<file path="config.mk">
export PLATFORM = sky130hd
export DESIGN_NAME = cpu_sequencer
export DESIGN_NICKNAME = d
export VERILOG_FILES = /design/src/rtl/cpu_sequencer_pkg.sv /design/src/rtl/branch_resolve.sv /design/src/rtl/cpu_sequencer.sv
export SDC_FILE = /design/constraint.sdc
export NUM_CORES = 1
export LEC_CHECK = 0
export ABC_AREA = 0
export BUFFER_PORTS_ARGS = -buffer_cell sky130_fd_sc_hd__buf_4
export CELL_PAD_IN_SITES_DETAIL_PLACEMENT = 1
export CELL_PAD_IN_SITES_GLOBAL_PLACEMENT = 2
export CORE_UTILIZATION = 30
export DETAILED_ROUTE_END_ITERATION = 6
export GPL_TIMING_DRIVEN = 1
export MAX_ROUTING_LAYER = met4
export PLACE_DENSITY = 0.91
export SYNTH_ARGS = -nofsm -noshare
export SYNTH_HDL_FRONTEND = slang
export SYNTH_SLANG_ARGS = --single-unit
</file>
<file path="constraint.sdc">
create_clock -name clk -period 3.3 [get_ports clk]
set_clock_uncertainty 0.05 [all_clocks]
set_input_delay 0.33 -clock clk [delete_from_list [all_inputs] [get_ports clk]]
set_output_delay 0.33 -clock clk [all_outputs]
set_load 0.01 [all_outputs]
</file>
<file path="src/rtl/cpu_sequencer_pkg.sv">
// Shared instruction format, opcode/func encodings and widths for the sequencer and program ROM.
package cpu_sequencer_pkg;

  localparam int unsigned INSTR_W = 35;
  localparam int unsigned ADDR_W  = 8;
  localparam int unsigned FLAG_W  = 8;
  localparam int unsigned OPC_W   = 4;
  localparam int unsigned FUNC_W  = 3;
  localparam int unsigned REG_W   = 10;

  typedef enum logic [OPC_W-1:0] {
    OP_NOP = 4'd0,
    OP_JMP = 4'd1,
    OP_ATC = 4'd2,
    OP_MOV = 4'd3,
    OP_ACC = 4'd4
  } opcode_e;

  typedef enum logic [FUNC_W-1:0] {
    FUNC_UNC = 3'd0
  } func_e;

  // Field order fixes bit positions: opcode[34:31] func[30:28] src[27:18] dst[17:8] target[7:0]
  typedef struct packed {
    logic [OPC_W-1:0]  opcode;
    logic [FUNC_W-1:0] func;
    logic [REG_W-1:0]  src;
    logic [REG_W-1:0]  dst;
    logic [ADDR_W-1:0] target;
  } instr_t;

  function automatic logic is_exec_op(input logic [OPC_W-1:0] op);
    return (op == OP_MOV) || (op == OP_ACC);
  endfunction

endpackage

</file>
<file path="src/rtl/branch_resolve.sv">
// Combinational branch decision for JMP/ATC held in ir; every other opcode falls through to pc+1.
module branch_resolve
  import cpu_sequencer_pkg::*;
(
  input  logic [INSTR_W-1:0] ir,
  input  logic [ADDR_W-1:0]  pc,
  input  logic [FLAG_W-1:0]  flags,
  input  logic               cmp_true,
  output logic               taken,
  output logic [ADDR_W-1:0]  next_pc
);

  instr_t instr;
  logic [2*REG_W-1:0] unused_operands;

  assign instr           = instr_t'(ir);
  assign unused_operands = {instr.src, instr.dst};

  always_comb begin
    taken = 1'b0;
    case (instr.opcode)
      OP_JMP:  taken = (instr.func == FUNC_UNC) || cmp_true;
      OP_ATC:  taken = flags[instr.func];
      default: taken = 1'b0;
    endcase
    next_pc = taken ? instr.target : pc + ADDR_W'(1);
  end

endmodule

</file>
<file path="src/rtl/cpu_sequencer.sv">
// Fetch/decode/execute sequencer: walks the program ROM, resolves branches and hands MOV/ACC to the datapath.
module cpu_sequencer
  import cpu_sequencer_pkg::*;
(
  input  logic               clk,
  input  logic               reset,
  output logic [ADDR_W-1:0]  rom_addr,
  input  logic [INSTR_W-1:0] rom_data,
  input  logic [FLAG_W-1:0]  flags,
  input  logic               cmp_true,
  output logic [INSTR_W-1:0] ir,
  output logic               exec_valid,
  input  logic               exec_ready,
  output logic [ADDR_W-1:0]  pc,
  output logic [1:0]         state
);

  typedef enum logic [1:0] {
    S_FETCH  = 2'd0,
    S_DECODE = 2'd1,
    S_EXEC   = 2'd2
  } state_e;

  state_e             st;
  logic [ADDR_W-1:0]  br_next_pc;
  logic               br_taken_unused;

  // pc is a register, so the ROM address never moves outside a pc update
  assign rom_addr = pc;
  assign state    = st;

  branch_resolve u_branch_resolve (
    .ir       (ir),
    .pc       (pc),
    .flags    (flags),
    .cmp_true (cmp_true),
    .taken    (br_taken_unused),
    .next_pc  (br_next_pc)
  );

  always_ff @(posedge clk or posedge reset) begin
    if (reset) begin
      st         <= S_FETCH;
      pc         <= '0;
      ir         <= '0;
      exec_valid <= 1'b0;
    end else begin
      case (st)
        S_FETCH: begin
          ir <= rom_data;
          st <= S_DECODE;
        end
        S_DECODE: begin
          if (is_exec_op(ir[INSTR_W-1 -: OPC_W])) begin
            st         <= S_EXEC;
            exec_valid <= 1'b1;
          end else begin
            pc <= br_next_pc;
            st <= S_FETCH;
          end
        end
        S_EXEC: begin
          if (exec_ready) begin
            pc         <= pc + ADDR_W'(1);
            st         <= S_FETCH;
            exec_valid <= 1'b0;
          end
        end
        default: begin
          st         <= S_FETCH;
          exec_valid <= 1'b0;
        end
      endcase
    end
  end

endmodule

</file>
# After elaboration in Yosys (flattened, before gate mapping)
# Cells that the tools add are included.
# word_totals
in_bits,47
latch_bits,0
ram_bits,0
out_inout_bits,54
romBits,0
word_cells,36
ff_bits,46
mem_count,0
# op_classes
n_div,0
mul,0
addsub,1
n_bitwise,1
magnitude_cmp,1
n_reduce_logical,7
shifts,0
n_eq_ne,9
n_mux,13
# ops
operator,count
2-to-1 mux 8 bit,3
case mux 8 bit (2 select lines),1
adder 8 x 1 -> 8 bit (second input constant),1
== test 4 x 2 -> 1 bit (second input constant),2
inequality test 2 bit (second input constant),3
case mux 2 bit (3 select lines),1
AND reduction 3 bit,2
== test 4 x 1 -> 1 bit (second input constant),1
== test 4 x 3 -> 1 bit (second input constant),1
less-than comparator 3 x 4 -> 1 bit (second input constant),1
2-to-1 mux 2 bit,2
binary-select mux 1 bit (select 3 bit),1
logical NOT 3 bit,1
2-to-1 mux 1 bit,3
case mux 1 bit (3 select lines),1
== test 2 x 1 -> 1 bit (second input constant),1
== test 2 bit (second input constant),1
logical NOT 2 bit,1
logical OR 1 bit,2
case mux 1 bit (2 select lines),1
nonzero test 2 bit,1
inverter 1 bit,1

# Logic depth before layout (Yosys ltp)
# Gate-level depths: netlist (run 1).
# depth
depth_word,6
depth_mapped,6
mapped_depth_nobuf,6

# By module
# From an unflattened synthesis (run 1), not the netlist that was laid out.
# hier_totals
hier_cells,196
hier_area_um2,2394.8
# modules_own_cells
mod,cells_each,instances,seq_area_each_um2,area_each_um2
cpu_sequencer,158,1,1151.1,2069.5
branch_resolve,38,1,0.0,325.3

# Worst setup path after synthesis (run 1)
# Ideal clock, no wire load.
# synth_timing
kind,reg-to-reg
start,reg ir[29]
end,reg pc[1]
path_buffers,1
required_time_ps,3173
synth_period_minus_slack_ps,1893
setup_slack_ps,1407
setup_ps,77
t_arrival_ps,1766
stages_incl_launch_ff,7
path_cell_list,dfrtp_1 mux4_1 nor2_1 o31a_1 buf_4 o21ai_0 a21oi_1
# synth_between
elab_chain_len,6
word_cells_on_any_way,8
cone_classes,mux: 6; reduce/logical: 2
# synth_lines
item,line,source
start: declaration,cpu_sequencer.sv:11,"output logic [INSTR_W-1:0] ir,"
start signal: assignment,cpu_sequencer.sv:50,ir <= rom_data;
binary-select mux 1 bit (select 3 bit) or logical NOT 3 bit (tied branches),"branch_resolve.sv:23, branch_resolve.sv:22",
2-to-1 mux 1 bit (not written as such) or logical OR 1 bit (tied branches),"branch_resolve.sv:23, branch_resolve.sv:22",
case mux 1 bit (2 select lines) (*),branch_resolve.sv:21,case (instr.opcode)
2-to-1 mux 8 bit (*),branch_resolve.sv:26,next_pc = taken ? instr.target : pc + ADDR_W'(1);
2-to-1 mux 8 bit (*),cpu_sequencer.sv:54,if (is_exec_op(ir[INSTR_W-1 -: OPC_W])) begin
case mux 8 bit (2 select lines) (*),cpu_sequencer.sv:48,case (st)
end signal: assignment,cpu_sequencer.sv:58,pc <= br_next_pc;
end signal: assignment,cpu_sequencer.sv:64,pc <= pc + ADDR_W'(1);
end: declaration,cpu_sequencer.sv:14,"output logic [ADDR_W-1:0] pc,"
# Mark *: on every way between the ends. The rest lies on a longest branch, timed or not. The select of a mux whose other input is x is not followed.
# A chain may end at the register's enable or synchronous reset.

# Final worst setup path (run 1)
# layout_timing
start,reg ir[29]
end,reg pc[0]
# Same word-level chain as after synthesis.

==> reports/qor.csv, run 1 <==
stage;metric;value;unit
run_status;status;complete, no violations;
final_layout;Final #Nets;322;
route;DRT antenna net count;0;
power;Flop pwr share;35.3;%
critical_path;Crit-path slowest cell;mux4_1;
power;Sw Share;40.3;%
route;drt first-iter violations;42;
worst_hold_path;min-delay src;rom_data[32];
final_layout;Finished Cell Area;3060;um2
critical_path;Crit path largest cell delay;0.57;ns
worst_hold_path;WHS Endpoint;ir[32];
final_layout;Area Growth Syn to Fin;40.5;%
worst_hold_path;Hold Crit Class;primary input to flop;
synth;Yosys warning count;0;
synth;complex-gate fraction of the synthesized area;10.7;%
route;routed len/inst;15.6;um
synth;area share of fa/ha/maj cells after synthesis;0.574;%
critical_path;Crit Reg-Reg Startpoint;ir[29];
placed_design;placed cell count;363;
timing;setup TNS;0;ns
timing;min Tclk post-route;2.25;ns
floorplan;num rows;30;
critical_path;R2R Setup Slk;1.05;ns
critical_path;critical path peak fanout;12;
clocking;root buf cell;clkbuf_8;
power;Clk network pwr share;11.5;%
global_route;Overflow after GRT;0;
timing;final hold vios;0;
clocking;Num CTS Buffers;5;
power;combinational power share;53.2;%
clocking;Worst-Skew Late Latency;0.29;ns
clocking;CTS tree;done;
floorplan;Starting Density;31.6;%
placed_design;routability cong.;0.760;
floorplan;width of the die;87.2;um
timing;Rel. slew slack;32.5;%
global_route;largest net degree at the start of global routing;47;
timing;RSZ-0062 raised after global routing;no;
route;final WL;5790;um
critical_path;Reg2Reg Depth;5;
clocking;Post-CTS Hold Fix Bufs;0;
route;Post-route DRC;0;
route;DRT Pass-1 Iters;4;
critical_path;R2R Path End;pc[0];
synth;XOR/XNOR Fraction of Synth Area;0;%
clocking;post-cts sizing count;0;
critical_path;CP Class;flop to flop;
floorplan;core area;6910;um2
worst_hold_path;hold depth;3;
power;Static Leak;1.40;nW
global_route;first-pass GRT wire length;9130;um
final_layout;layout cells sized above 1;53.8;%
timing;Fmax;445;MHz
synth;Cells after Synth;182;
floorplan;die area;7610;um2
synth;register area share after synthesis;52.8;%
synth;mux cell area share after synthesis;19.2;%
global_route;global-route usage over all layers;16.3;%
timing;Final setup viols;0;
critical_path;Setup crit start kind;flop;
placed_design;IO Port Bufs;100;
synth;register bit total from synthesis;46;
synth;main combinational cell family by area after synthesis;multiplexers;
clocking;Clock Path Buffers;2;
floorplan;DIE HEIGHT;87.2;um
synth;Mean Syn Cell Area;12.0;um2
synth;Post-Syn Area;2180;um2
route;detailed-route via count;1837;
critical_path;CP Cell Sequence;mux4_1 > nor2_1 > o31a_1 > nor4_1 > a311oi_1;
placed_design;Final HPWL DP;4320;um
global_route;initial antenna violation count;0;
critical_path;crit path DAT;2.39;ns
critical_path;critical path depth;5;
clocking;post-CTS setup buffer count;0;
run;Max-Cap Viols;0;
critical_path;WP buf/inv;0;
clocking;Clock Sinks;46;
clocking;H-tree levels;2;
route;via/cell ratio;4.95;
timing;Tcrit/Tclk final;68.1;%
power;net switching power;1.27;mW
timing;fin. max-slew vios;0;
critical_path;Crit path max-delay family;compound AO/OA/AOI/OAI gates;
synth;Distinct cells, synth;37;
power;power per cell area;1030;nW/um2
global_route;vias in the first global route;1932;
critical_path;Crit. End Element;flop;
final_layout;non-filler cells, final;371;
timing;Worst Tran Pin Value;1.01;ns
synth;Post-Synth Simple-Gate Area;11.1;%
power;maximum vdd drop;416;uV
placed_design;Area after DPL;2970;um2
power;Internal;1.88;mW
final_layout;antenna cells;0;
clocking;Worst-path clk slew;0.09;ns
critical_path;Critical Path RT;3.45;ns
synth;syn_nets;230;
floorplan;io pins;101;
==> per-stage QoR <==
stage	util, %	worst slack, ns	hold WS, ns	power [mW]
2_1_floorplan	-	1.41	0.397	2.12
3_3_place_gp	43.0	1.19	0.441	2.76
3_5_place_dp	43.0	1.08	0.448	2.82
4_1_cts	44.3	1.05	0.173	3.20
5_1_grt	44.3	0.880	0.188	3.38
6_report	44.3	1.05	0.191	3.15
==> power by group through the flow <==
stage	sequential, mW	clock, mW	combinational [mW]
after floorplan	1.18	0	0.932
after global placement	1.11	0	1.66
after detailed placement	1.13	0	1.70
after CTS	1.12	0.382	1.70
after global routing	1.16	0.401	1.83
final	1.11	0.362	1.67
==> how the worst max path moves through the flow <==
stage                       from    end
after detailed placement  ir[29]  pc[0]
after floorplan           ir[29]  pc[1]
final                     ir[29]  pc[0]
after global routing      ir[29]  pc[0]
after global placement    ir[29]  pc[0]
after CTS                 ir[29]  pc[0]
==> cells in the mapped netlist <==
| cell type | count | share of area, % |
|---|---|---|
| a211oi_1 | 3 | 1.0 |
| a21o_1 | 2 | 0.69 |
| a21oi_1 | 2 | 0.46 |
| a21oi_2 | 1 | 0.40 |
| a22o_1 | 1 | 0.40 |
| a311o_1 | 1 | 0.46 |
| a311oi_1 | 1 | 0.40 |
| a31oi_1 | 1 | 0.29 |
| a41o_1 | 1 | 0.46 |
| and2_1 | 1 | 0.29 |
| buf_1 | 1 | 0.17 |
| buf_4 | 9 | 3.1 |
| clkbuf_1 | 5 | 0.86 |
| dfrtp_1 | 46 | 53 |
| ha_1 | 1 | 0.57 |
| inv_1 | 8 | 1.4 |
| mux2_2 | 34 | 18 |
| mux2i_1 | 1 | 0.46 |
| mux4_1 | 1 | 1.2 |
| nand2_1 | 10 | 1.7 |
| nand2_2 | 1 | 0.29 |
| nand3_1 | 2 | 0.46 |
| nand3b_1 | 1 | 0.34 |
| nand4_1 | 10 | 2.9 |
| nor2_1 | 9 | 1.5 |
| nor2b_1 | 2 | 0.57 |
| nor3_1 | 3 | 0.69 |
| nor3_2 | 1 | 0.46 |
| nor3b_1 | 1 | 0.34 |
| nor4_1 | 1 | 0.29 |
| o211ai_1 | 10 | 3.4 |
| o21ai_0 | 4 | 0.92 |
| o221ai_1 | 1 | 0.40 |
| o31a_1 | 1 | 0.40 |
| o31ai_4 | 1 | 0.98 |
| or3_1 | 3 | 0.86 |
| or3b_1 | 1 | 0.40 |
==> cell families (layout without fill, tap and decap cells) <==
kind of cell | count (synthesis) | after routing
simple gates | 46 | 46
buf+inv | 23 | 116
compound gates | 30 | 30
mux | 36 | 36
flops | 46 | 46
fa+ha+maj | 1 | 1
==> cell usage in the layout (no fill, tap or decap), drive strengths merged, types with 4 or more instances in the layout <==
| cell type | netlist | layout |
|---|---|---|
| inv | 8 | 8 |
| nand4 | 10 | 10 |
| buf | 10 | 100 |
| o21ai | 4 | 4 |
| nand2 | 11 | 11 |
| o211ai | 10 | 10 |
| nor3 | 4 | 4 |
| mux2 | 34 | 34 |
| nor2 | 9 | 9 |
| clkbuf | 5 | 6 |
| dfrtp | 46 | 46 |
==> layer usage <==
metal	wire, um	GRT usage (%)	up-vias
met2	2920	27.2	67
li1	-	-	843
met3	390	4.64	7
met1	2430	19.3	920
met5	0	-	-
met4	53	4.47	0
==> layout make-up <==
class,instances,area [um2]
Fill cell,804,3840
Inverter,8,30.0
Tap cell,96,120
Multi-Input combinational cell,113,916
Sequential cell,46,1150
Clock inverter,2,12.5
Timing Repair Buffer,100,751
Clock buffer,6,82.6
==> worst reg2reg max path: cells and delay by family, from the launching register on <==
family           cells  cell delay, ns
AND/OR/NAND/NOR      2            0.32
AO/OA/AOI/OAI        2            0.75
multiplexers         1            0.57
flip-flops           1            0.47
==> state kept, by name (all words and copies together), names as in the netlist <==
signal      count
ir             35
pc              8
state           2
exec_valid      1
(Power assumes the default switching activity.)
==> run 2: changes to the inputs <==
--- a/config.mk
+++ b/config.mk
@@ -5,15 +5,15 @@
 export SDC_FILE = /design/constraint.sdc
 export NUM_CORES = 1
 export LEC_CHECK = 0
-export ABC_AREA = 0
+export ABC_AREA = 1
 export BUFFER_PORTS_ARGS = -buffer_cell sky130_fd_sc_hd__buf_4
 export CELL_PAD_IN_SITES_DETAIL_PLACEMENT = 1
 export CELL_PAD_IN_SITES_GLOBAL_PLACEMENT = 2
-export CORE_UTILIZATION = 30
+export CORE_UTILIZATION = 22
 export DETAILED_ROUTE_END_ITERATION = 6
 export GPL_TIMING_DRIVEN = 1
 export MAX_ROUTING_LAYER = met4
-export PLACE_DENSITY = 0.91
+export PLACE_DENSITY = 0.81
 export SYNTH_ARGS = -nofsm -noshare
 export SYNTH_HDL_FRONTEND = slang
 export SYNTH_SLANG_ARGS = --single-unit
==> constraint.sdc (replaced) <==
create_clock -name clk -period 1.9 [get_ports clk]
set_clock_uncertainty 0.05 [all_clocks]
set_input_delay 0.19 -clock clk [delete_from_list [all_inputs] [get_ports clk]]
set_output_delay 0.19 -clock clk [all_outputs]
set_load 0.01 [all_outputs]
==> run 2 against run 1 <==
Cell count is 32% higher. Non-clock buffer count is 4 higher. Global-route usage is 2.8 points lower. Routed wire length is 9.3% higher. Hold slack worse by 0.15 ns. Design area is 2.3% higher. Clock power is 110% higher. Critical path depth is 6 higher. Sequential share of layout area is 0.86 points lower. Core utilization is 11 points lower. Largest cell class unchanged. Worst setup slack worse by 0.72 ns. Via count is 11% higher.
==> reports/qor.csv, run 2 <==
stage;metric;value;unit;change
run_status;status;complete, no violations;;
critical_path;Crit. End Element;flop;;
timing;post-layout worst setup margin;0.337;ns;-0.717 ns
final_layout;Largest register FFs;35;;unchanged
placed_design;Final HPWL DP;4680;um;+8.5%
critical_path;CP Cell Sequence;inv_2 > nand2_1 > nand3_1 > nand3_1 > nand2_1 > nand2_2 > nand2_4 > nand2_4 > nand2_1 > nand3_1 > nand2_1;;
synth;Yosys top cell area share;53.6;%;+0.74 points
final_layout;non-filler cells, final;489;;+32%
clocking;root buf cell;clkbuf_8;;
worst_hold_path;min-delay src;rom_data[11];;
global_route;vias in the first global route;2105;;+9.0%
critical_path;Crit Reg-Reg Startpoint;ir[28];;
clocking;Worst-path clk slew;0.09;ns;about the same
run;Max-Cap Viols;0;;unchanged
synth;dominant cell by count in the synthesized netlist;nand2_1;;
global_route;Overflow after GRT;0;;unchanged
placed_design;routability cong.;0.794;;+4.5%
global_route;largest net degree at the start of global routing;47;;unchanged
synth;register bit total from synthesis;46;;unchanged
timing;final hold slack;0.0366;ns;-0.155 ns
critical_path;most frequent CP cell;nand2_1;;
critical_path;Crit path largest cell delay;0.49;ns;-0.08 ns
route;DRT antenna net count;0;;unchanged
timing;final hold vios;0;;unchanged
floorplan;num rows;35;;+17%
clocking;Clock Sinks;46;;unchanged
critical_path;critical path peak fanout;9;;-3
final_layout;Top reg by flops;ir;;
global_route;global-route usage over all layers;13.5;%;-2.8 points
synth;Distinct cells, synth;21;;-43%
synth;syn_nets;312;;+36%
clocking;CTS tree;done;;
route;via/cell ratio;4.18;;-16%
placed_design;worst setup slack after placement;0.356;ns;-0.721 ns
worst_hold_path;WHS Endpoint;ir[11];;
synth;commonest cells in the netlist;121 x nand2_1, 46 x dfrtp_1, 26 x nand3_1;;
timing;setup TNS;0;ns;unchanged
route;detailed-route via count;2044;;+11%
timing;RSZ-0062 raised after global routing;no;;
floorplan;io pins;101;;unchanged
critical_path;crit path DAT;1.70;ns;-0.69 ns
final_layout;layout cells sized above 1;33.6;%;-20 points
power;power per cell area;1740;nW/um2;+70%
worst_hold_path;Hold Crit Class;primary input to flop;;
power;maximum vdd drop;516;uV;+24%
final_layout;antenna cells;0;;unchanged
timing;Tcrit/Tclk final;82.3;%;+14 points
placed_design;IO Port Bufs;100;;unchanged
synth;area share of fa/ha/maj cells after synthesis;0.582;%;+0.0080 points
synth;number of synthesized flops with an enable pin;0;;unchanged
clocking;Clock Path Buffers;2;;unchanged
synth;Cells after Synth;264;;+45%
synth;Yosys warning count;0;;unchanged
clocking;Worst-Skew Late Latency;0.30;ns;about the same
clocking;H-tree levels;2;;unchanged
final_layout;Area Growth Syn to Fin;45.8;%;
synth;cell accounting for the most synthesized area;dfrtp_1;;
clocking;post-cts sizing count;0;;unchanged
timing;Worst Tran Pin Value;0.450;ns;-0.560 ns
timing;Rel. slew slack;70.0;%;+37 points
timing;min Tclk post-route;1.56;ns;-0.683 ns
final_layout;commonest cells after routing, fill and taps aside;121 x nand2_1, 102 x buf_4, 46 x dfrtp_1;;
clocking;post-CTS setup buffer count;0;;unchanged
critical_path;Reg2Reg Depth;11;;+6
placed_design;placed cell count;481;;+33%
route;drt first-iter violations;40;;-4.8%
synth;Main synth FF type;dfrtp_1;;
synth;complex-gate fraction of the synthesized area;3.96;%;-6.8 points
synth;XOR/XNOR Fraction of Synth Area;2.44;%;+2.4 points
synth;Mean Syn Cell Area;8.14;um2;-32%
final_layout;Util after Layout;33.4;%;-11 points
global_route;first-pass GRT wire length;10300;um;+13%
synth;ranking of synthesized cells by area;dfrtp_1 54%, nand2_1 21%, nand3_1 6.1%, buf_4 3.1%, o21ai_0 2.8%;;
power;Power, Total;5.46;mW;+73%
worst_hold_path;hold depth;3;;unchanged
floorplan;DIE HEIGHT;101;um;+16%
global_route;initial antenna violation count;0;;unchanged
critical_path;R2R Path End;pc[2];;
route;routed len/inst;12.9;um;-17%
route;Post-route DRC;0;;unchanged
critical_path;CP Class;flop to flop;;
critical_path;Crit-path slowest cell;dfrtp_1;;
floorplan;die area;10200;um2;+34%
synth;mux cell area share after synthesis;0;%;-19 points
timing;Final setup viols;0;;unchanged
critical_path;Setup crit start kind;flop;;
route;DRT Pass-1 Iters;4;;unchanged
timing;Fmax;640;MHz;+44%
synth;Post-Synth Simple-Gate Area;31.8;%;+21 points
critical_path;Critical Path RT;2.04;ns;-1.41 ns
final_layout;Finished Cell Area;3130;um2;+2.3%
placed_design;Area after DPL;3010;um2;+1.5%
floorplan;width of the die;101;um;+16%
clocking;Num CTS Buffers;5;;unchanged
critical_path;R2R Setup Slk;0.34;ns;-0.72 ns
synth;register area share after synthesis;53.6;%;+0.74 points
power;Static Leak;1.69;nW;+21%
route;final WL;6330;um;+9.3%
floorplan;core area;9370;um2;+36%
timing;fin. max-slew vios;0;;unchanged
final_layout;commonest non-fill, non-tap cell in the layout;nand2_1;;
synth;main combinational cell family by area after synthesis;simple AND/OR/NAND/NOR gates;;
synth;asr flop ratio synth;100;%;unchanged
floorplan;Starting Density;22.9;%;-8.6 points
synth;Post-Syn Area;2150;um2;-1.4%
final_layout;Final #Nets;408;;+27%
[run 2: cell count changes after synthesis, sizes merged, moves of 5 or more]
cell,previous run,this run
nand4,10,2
o21ai,4,12
inv,8,19
nand3,2,26
nor2,9,4
mux2,34,0
o211ai,10,2
nand2,11,126
[run 2: cells by family (layout without fill, tap and decap cells)]
| logic type | count (synthesis) | count (layout) |
|---|---|---|
| compound gates | 15 | 15 |
| xor+xnor | 6 | 6 |
| fa+ha+maj | 1 | 1 |
| buf+inv | 34 | 130 |
| flops | 46 | 46 |
| simple gates | 162 | 162 |
[run 2: what timing repair did]
| action | 4_1_cts | 5_1_grt |
|---|---|---|
| setup endpoints to repair | 0 | 0 |
| hold buffers | 1 | 0 |
| endpoints found under the hold margin | 46 | 0 |
[run 2: cell type report]
type,count,area [um2]
fillers,1158,6240
flip-flops and latches,46,1150
multi-input cells,184,842
repair buffers,104,796
well taps,129,161
clock buffers,6,82.6
inverters,19,71.3
clock inverters,1,30.0
[run 2: worst max-delay path by stage]
stage,from,end,slack [ns]
after floorplan,reset,exec_valid,0.57
after global placement,ir[28],pc[6],0.38
after detailed placement,ir[28],pc[2],0.36
after CTS,ir[28],pc[2],0.32
after global routing,ir[28],pc[4],0.18
final,ir[28],pc[2],0.34
[run 2: report_power, final]
group / switching, mW / total, mW / internal, mW
logic: 1.56 / 2.78 / 1.22
clock network: 0.339 / 0.760 / 0.421
registers: 0.456 / 1.92 / 1.47
total: 2.35 / 5.46 / 3.11
[run 2: layer usage]
layer,routed length [um],GRT usage (%),vias up
li1,-,-,1006
met2,3050,22.6,68
met3,390,3.61,6
met1,2840,16.2,964
met4,57,3.57,0
met5,0,-,-
[run 2: critical path: cells and delay by family, from the launching register on]
kind | cells | cell delay, ns
flip-flops | 1 | 0.49
buffers and inverters | 1 | 0.10
AND/OR/NAND/NOR | 10 | 0.81
==> run 3: changes to the inputs <==
--- a/config.mk
+++ b/config.mk
@@ -5,15 +5,15 @@
 export SDC_FILE = /design/constraint.sdc
 export NUM_CORES = 1
 export LEC_CHECK = 0
-export ABC_AREA = 1
+export ABC_AREA = 0
 export BUFFER_PORTS_ARGS = -buffer_cell sky130_fd_sc_hd__buf_4
 export CELL_PAD_IN_SITES_DETAIL_PLACEMENT = 1
 export CELL_PAD_IN_SITES_GLOBAL_PLACEMENT = 2
-export CORE_UTILIZATION = 22
+export CORE_UTILIZATION = 28
 export DETAILED_ROUTE_END_ITERATION = 6
 export GPL_TIMING_DRIVEN = 1
 export MAX_ROUTING_LAYER = met4
-export PLACE_DENSITY = 0.81
+export PLACE_DENSITY = 0.86
 export SYNTH_ARGS = -nofsm -noshare
 export SYNTH_HDL_FRONTEND = slang
 export SYNTH_SLANG_ARGS = --single-unit
==> constraint.sdc (replaced) <==
create_clock -name clk -period 1.6 [get_ports clk]
set_clock_uncertainty 0.05 [all_clocks]
set_input_delay 0.16 -clock clk [delete_from_list [all_inputs] [get_ports clk]]
set_output_delay 0.16 -clock clk [all_outputs]
set_load 0.01 [all_outputs]
==> run 3 against run 2 <==
The flow now finishes with violations (setup timing). Sequential power rose by 12%. First-iteration DRC count fell by 45%. Register-to-register slack got worse by 0.58 ns. Hold slack got worse by 0.024 ns. Worst setup slack got worse by 0.58 ns. Design area rose by 8.4%. Total power rose by 37%. Non-clock buffer count rose by 26. Flip-flop and latch count did not move.
==> reports/qor.csv, run 3 (synthesis gave the netlist of run 1 again) <==
stage;metric;value;unit;change
final_layout;antenna cells;0;;unchanged
final_layout;Area Growth Syn to Fin;55.9;%;
global_route;first-pass GRT wire length;10400;um;+0.94%
power;Power, Total;7.50;mW;+37%
floorplan;num rows;31;;-11%
final_layout;Util after Layout;46.1;%;+13 points
global_route;initial antenna violation count;0;;unchanged
final_layout;Top reg by flops;ir;;
critical_path;CP Cell Sequence;mux4_2 > nor2_4 > o31a_1 > buf_12 > nor4_1 > a311oi_1;;
run_status;status;finished, violations left;;
route;routed len/inst;15.2;um;+17%
clocking;Clock Sinks;46;;unchanged
run_status;violated checks;setup timing;;
power;Static Leak;1.57;nW;-7.0%
worst_hold_path;hold depth;3;;unchanged
floorplan;core area;7370;um2;-21%
critical_path;crit path DAT;1.99;ns;+0.29 ns
timing;setup TNS;-1.62;ns;-1.62 ns
placed_design;Final HPWL DP;4730;um;+1.0%
critical_path;critical path peak fanout;12;;+3
clocking;root buf cell;clkbuf_8;;
run;Max-Cap Viols;0;;unchanged
worst_hold_path;Hold Crit Class;primary input to flop;;
critical_path;CP Class;flop to flop;;
placed_design;IO Port Bufs;100;;unchanged
floorplan;die area;8140;um2;-20%
critical_path;Crit path max-delay family;multiplexers;;
timing;post-layout worst setup margin;-0.239;ns;-0.575 ns
final_layout;# fillers;839;;-28%
route;via/cell ratio;4.78;;+14%
global_route;Overflow after GRT;0;;unchanged
timing;Fmax;544;MHz;-15%
timing;Final setup viols;8;;+8
global_route;vias in the first global route;2146;;+1.9%
floorplan;width of the die;90.2;um;-11%
route;drt first-iter violations;22;;-45%
critical_path;R2R Path End;pc[0];;
global_route;largest net degree at the start of global routing;32;;-32%
clocking;CTS tree;done;;
timing;Worst Tran Pin Value;0.424;ns;-0.0261 ns
worst_hold_path;WHS Endpoint;ir[2];;
final_layout;Final #Nets;352;;-14%
route;Post-route DRC;0;;unchanged
timing;RSZ-0062 raised after global routing;yes;;
clocking;Num CTS Buffers;5;;unchanged
timing;Rel. slew slack;71.7;%;+1.8 points
critical_path;Crit path largest cell delay;0.54;ns;+0.05 ns
route;final WL;6130;um;-3.3%
final_layout;commonest non-fill, non-tap cell in the layout;buf_4;;
clocking;Clock Path Buffers;2;;unchanged
final_layout;Largest register FFs;35;;unchanged
timing;min Tclk post-route;1.84;ns;+0.275 ns
critical_path;Crit Reg-Reg Startpoint;ir[29];;
timing;final hold vios;0;;unchanged
route;DRT Pass-1 Iters;4;;unchanged
final_layout;commonest cells after routing, fill and taps aside;125 x buf_4, 45 x dfrtp_1, 34 x mux2_2;;
placed_design;worst setup slack after placement;-0.285;ns;-0.641 ns
critical_path;Critical Path RT;1.75;ns;-0.29 ns
clocking;Worst-Skew Late Latency;0.30;ns;about the same
placed_design;Area after DPL;3230;um2;+7.4%
route;detailed-route via count;1931;;-5.5%
final_layout;layout cells sized above 1;60.0;%;+26 points
timing;fin. max-slew vios;0;;unchanged
critical_path;Crit. End Element;flop;;
power;power per cell area;2210;nW/um2;+27%
clocking;Worst-path clk slew;0.09;ns;about the same
critical_path;Setup crit start kind;flop;;
floorplan;io pins;101;;unchanged
worst_hold_path;min-delay src;rom_data[2];;
final_layout;Finished Cell Area;3400;um2;+8.4%
critical_path;Crit-path slowest cell;mux4_2;;
placed_design;routability cong.;0.793;;-0.11%
global_route;global-route usage over all layers;16.5;%;+2.9 points
power;maximum vdd drop;758;uV;+47%
critical_path;R2R Setup Slk;-0.24;ns;-0.58 ns
critical_path;Reg2Reg Depth;6;;-5
timing;Tcrit/Tclk final;115;%;+33 points
route;DRT antenna net count;0;;unchanged
floorplan;DIE HEIGHT;90.2;um;-11%
floorplan;Starting Density;29.6;%;+6.6 points
critical_path;WP buf/inv;1;;unchanged
clocking;H-tree levels;2;;unchanged
==> run 3: changes by cell type in the layout (fill, tap and decap cells not counted), moves of 4 or more <==
cell / delta
buf_4: +23
inv_1: -8
mux2_2: +34
nand2_1: -111
nand2_4: -4
nand3_1: -24
nand4_1: +8
nor2_1: +4
o211ai_1: +9
o21ai_0: -9
==> run 3: timing repair <==
item / in CTS / in global routing
pin swaps: 3 / 1
hold endpoints to repair: 13 / 0
gates resized for setup: 5 / 1
hold buffers: 1 / 0
setup buffers: 2 / 0
setup endpoints to repair: 8 / 9
==> run 3: worst reg2reg max path: stages, from the launching register on <==
cell      delay, ns
dfrtp_2        0.41
mux4_2         0.54
nor2_4         0.14
o31a_1         0.20
buf_12         0.14
nor4_1         0.05
a311oi_1       0.21
==> run 3: layout make-up <==
type                       count  area [um2]  share of cell area, %
inverter                       8        30.0                  0.884
clock inverter                 2        37.5                   1.10
tap                           99         124                   3.65
multi-input combinational    113         953                   28.1
timing repair buffer         130        1030                   30.3
clock buffer                   6        72.6                   2.14
sequential                    46        1150                   33.9
==> run 3: routing by layer <==
metal / routed length [um] / track usage, %
met1: 2490 / 18.5
met2: 3160 / 28.8
met3: 399 / 4.48
met4: 80 / 4.44
met5: 0 / -
==> run 3: worst max path at each step <==
stage / start / to / slack (ns) / depth (start not counted)
finish: ir[29] / pc[0] / -0.24 / 6
detailed placement: ir[29] / pc[0] / -0.28 / 6
floorplan: ir[29] / pc[7] / -0.15 / 6
global placement: ir[29] / pc[0] / -0.21 / 6
global route: ir[29] / pc[0] / -0.33 / 6
CTS: ir[29] / pc[0] / -0.23 / 6
==> run 3: stage by stage <==
stage	std cells	hold WS, ns
global placement	393	0.119
global route	404	0.0211
detailed placement	393	0.117
floorplan	182	0.227
finish	404	0.0122
CTS	404	0.00972
==> run 3: power breakdown <==
group,switching (mW),internal (mW)
clock network,0.397,0.466
logic,2.06,2.44
registers,0.406,1.74
total,2.86,4.64
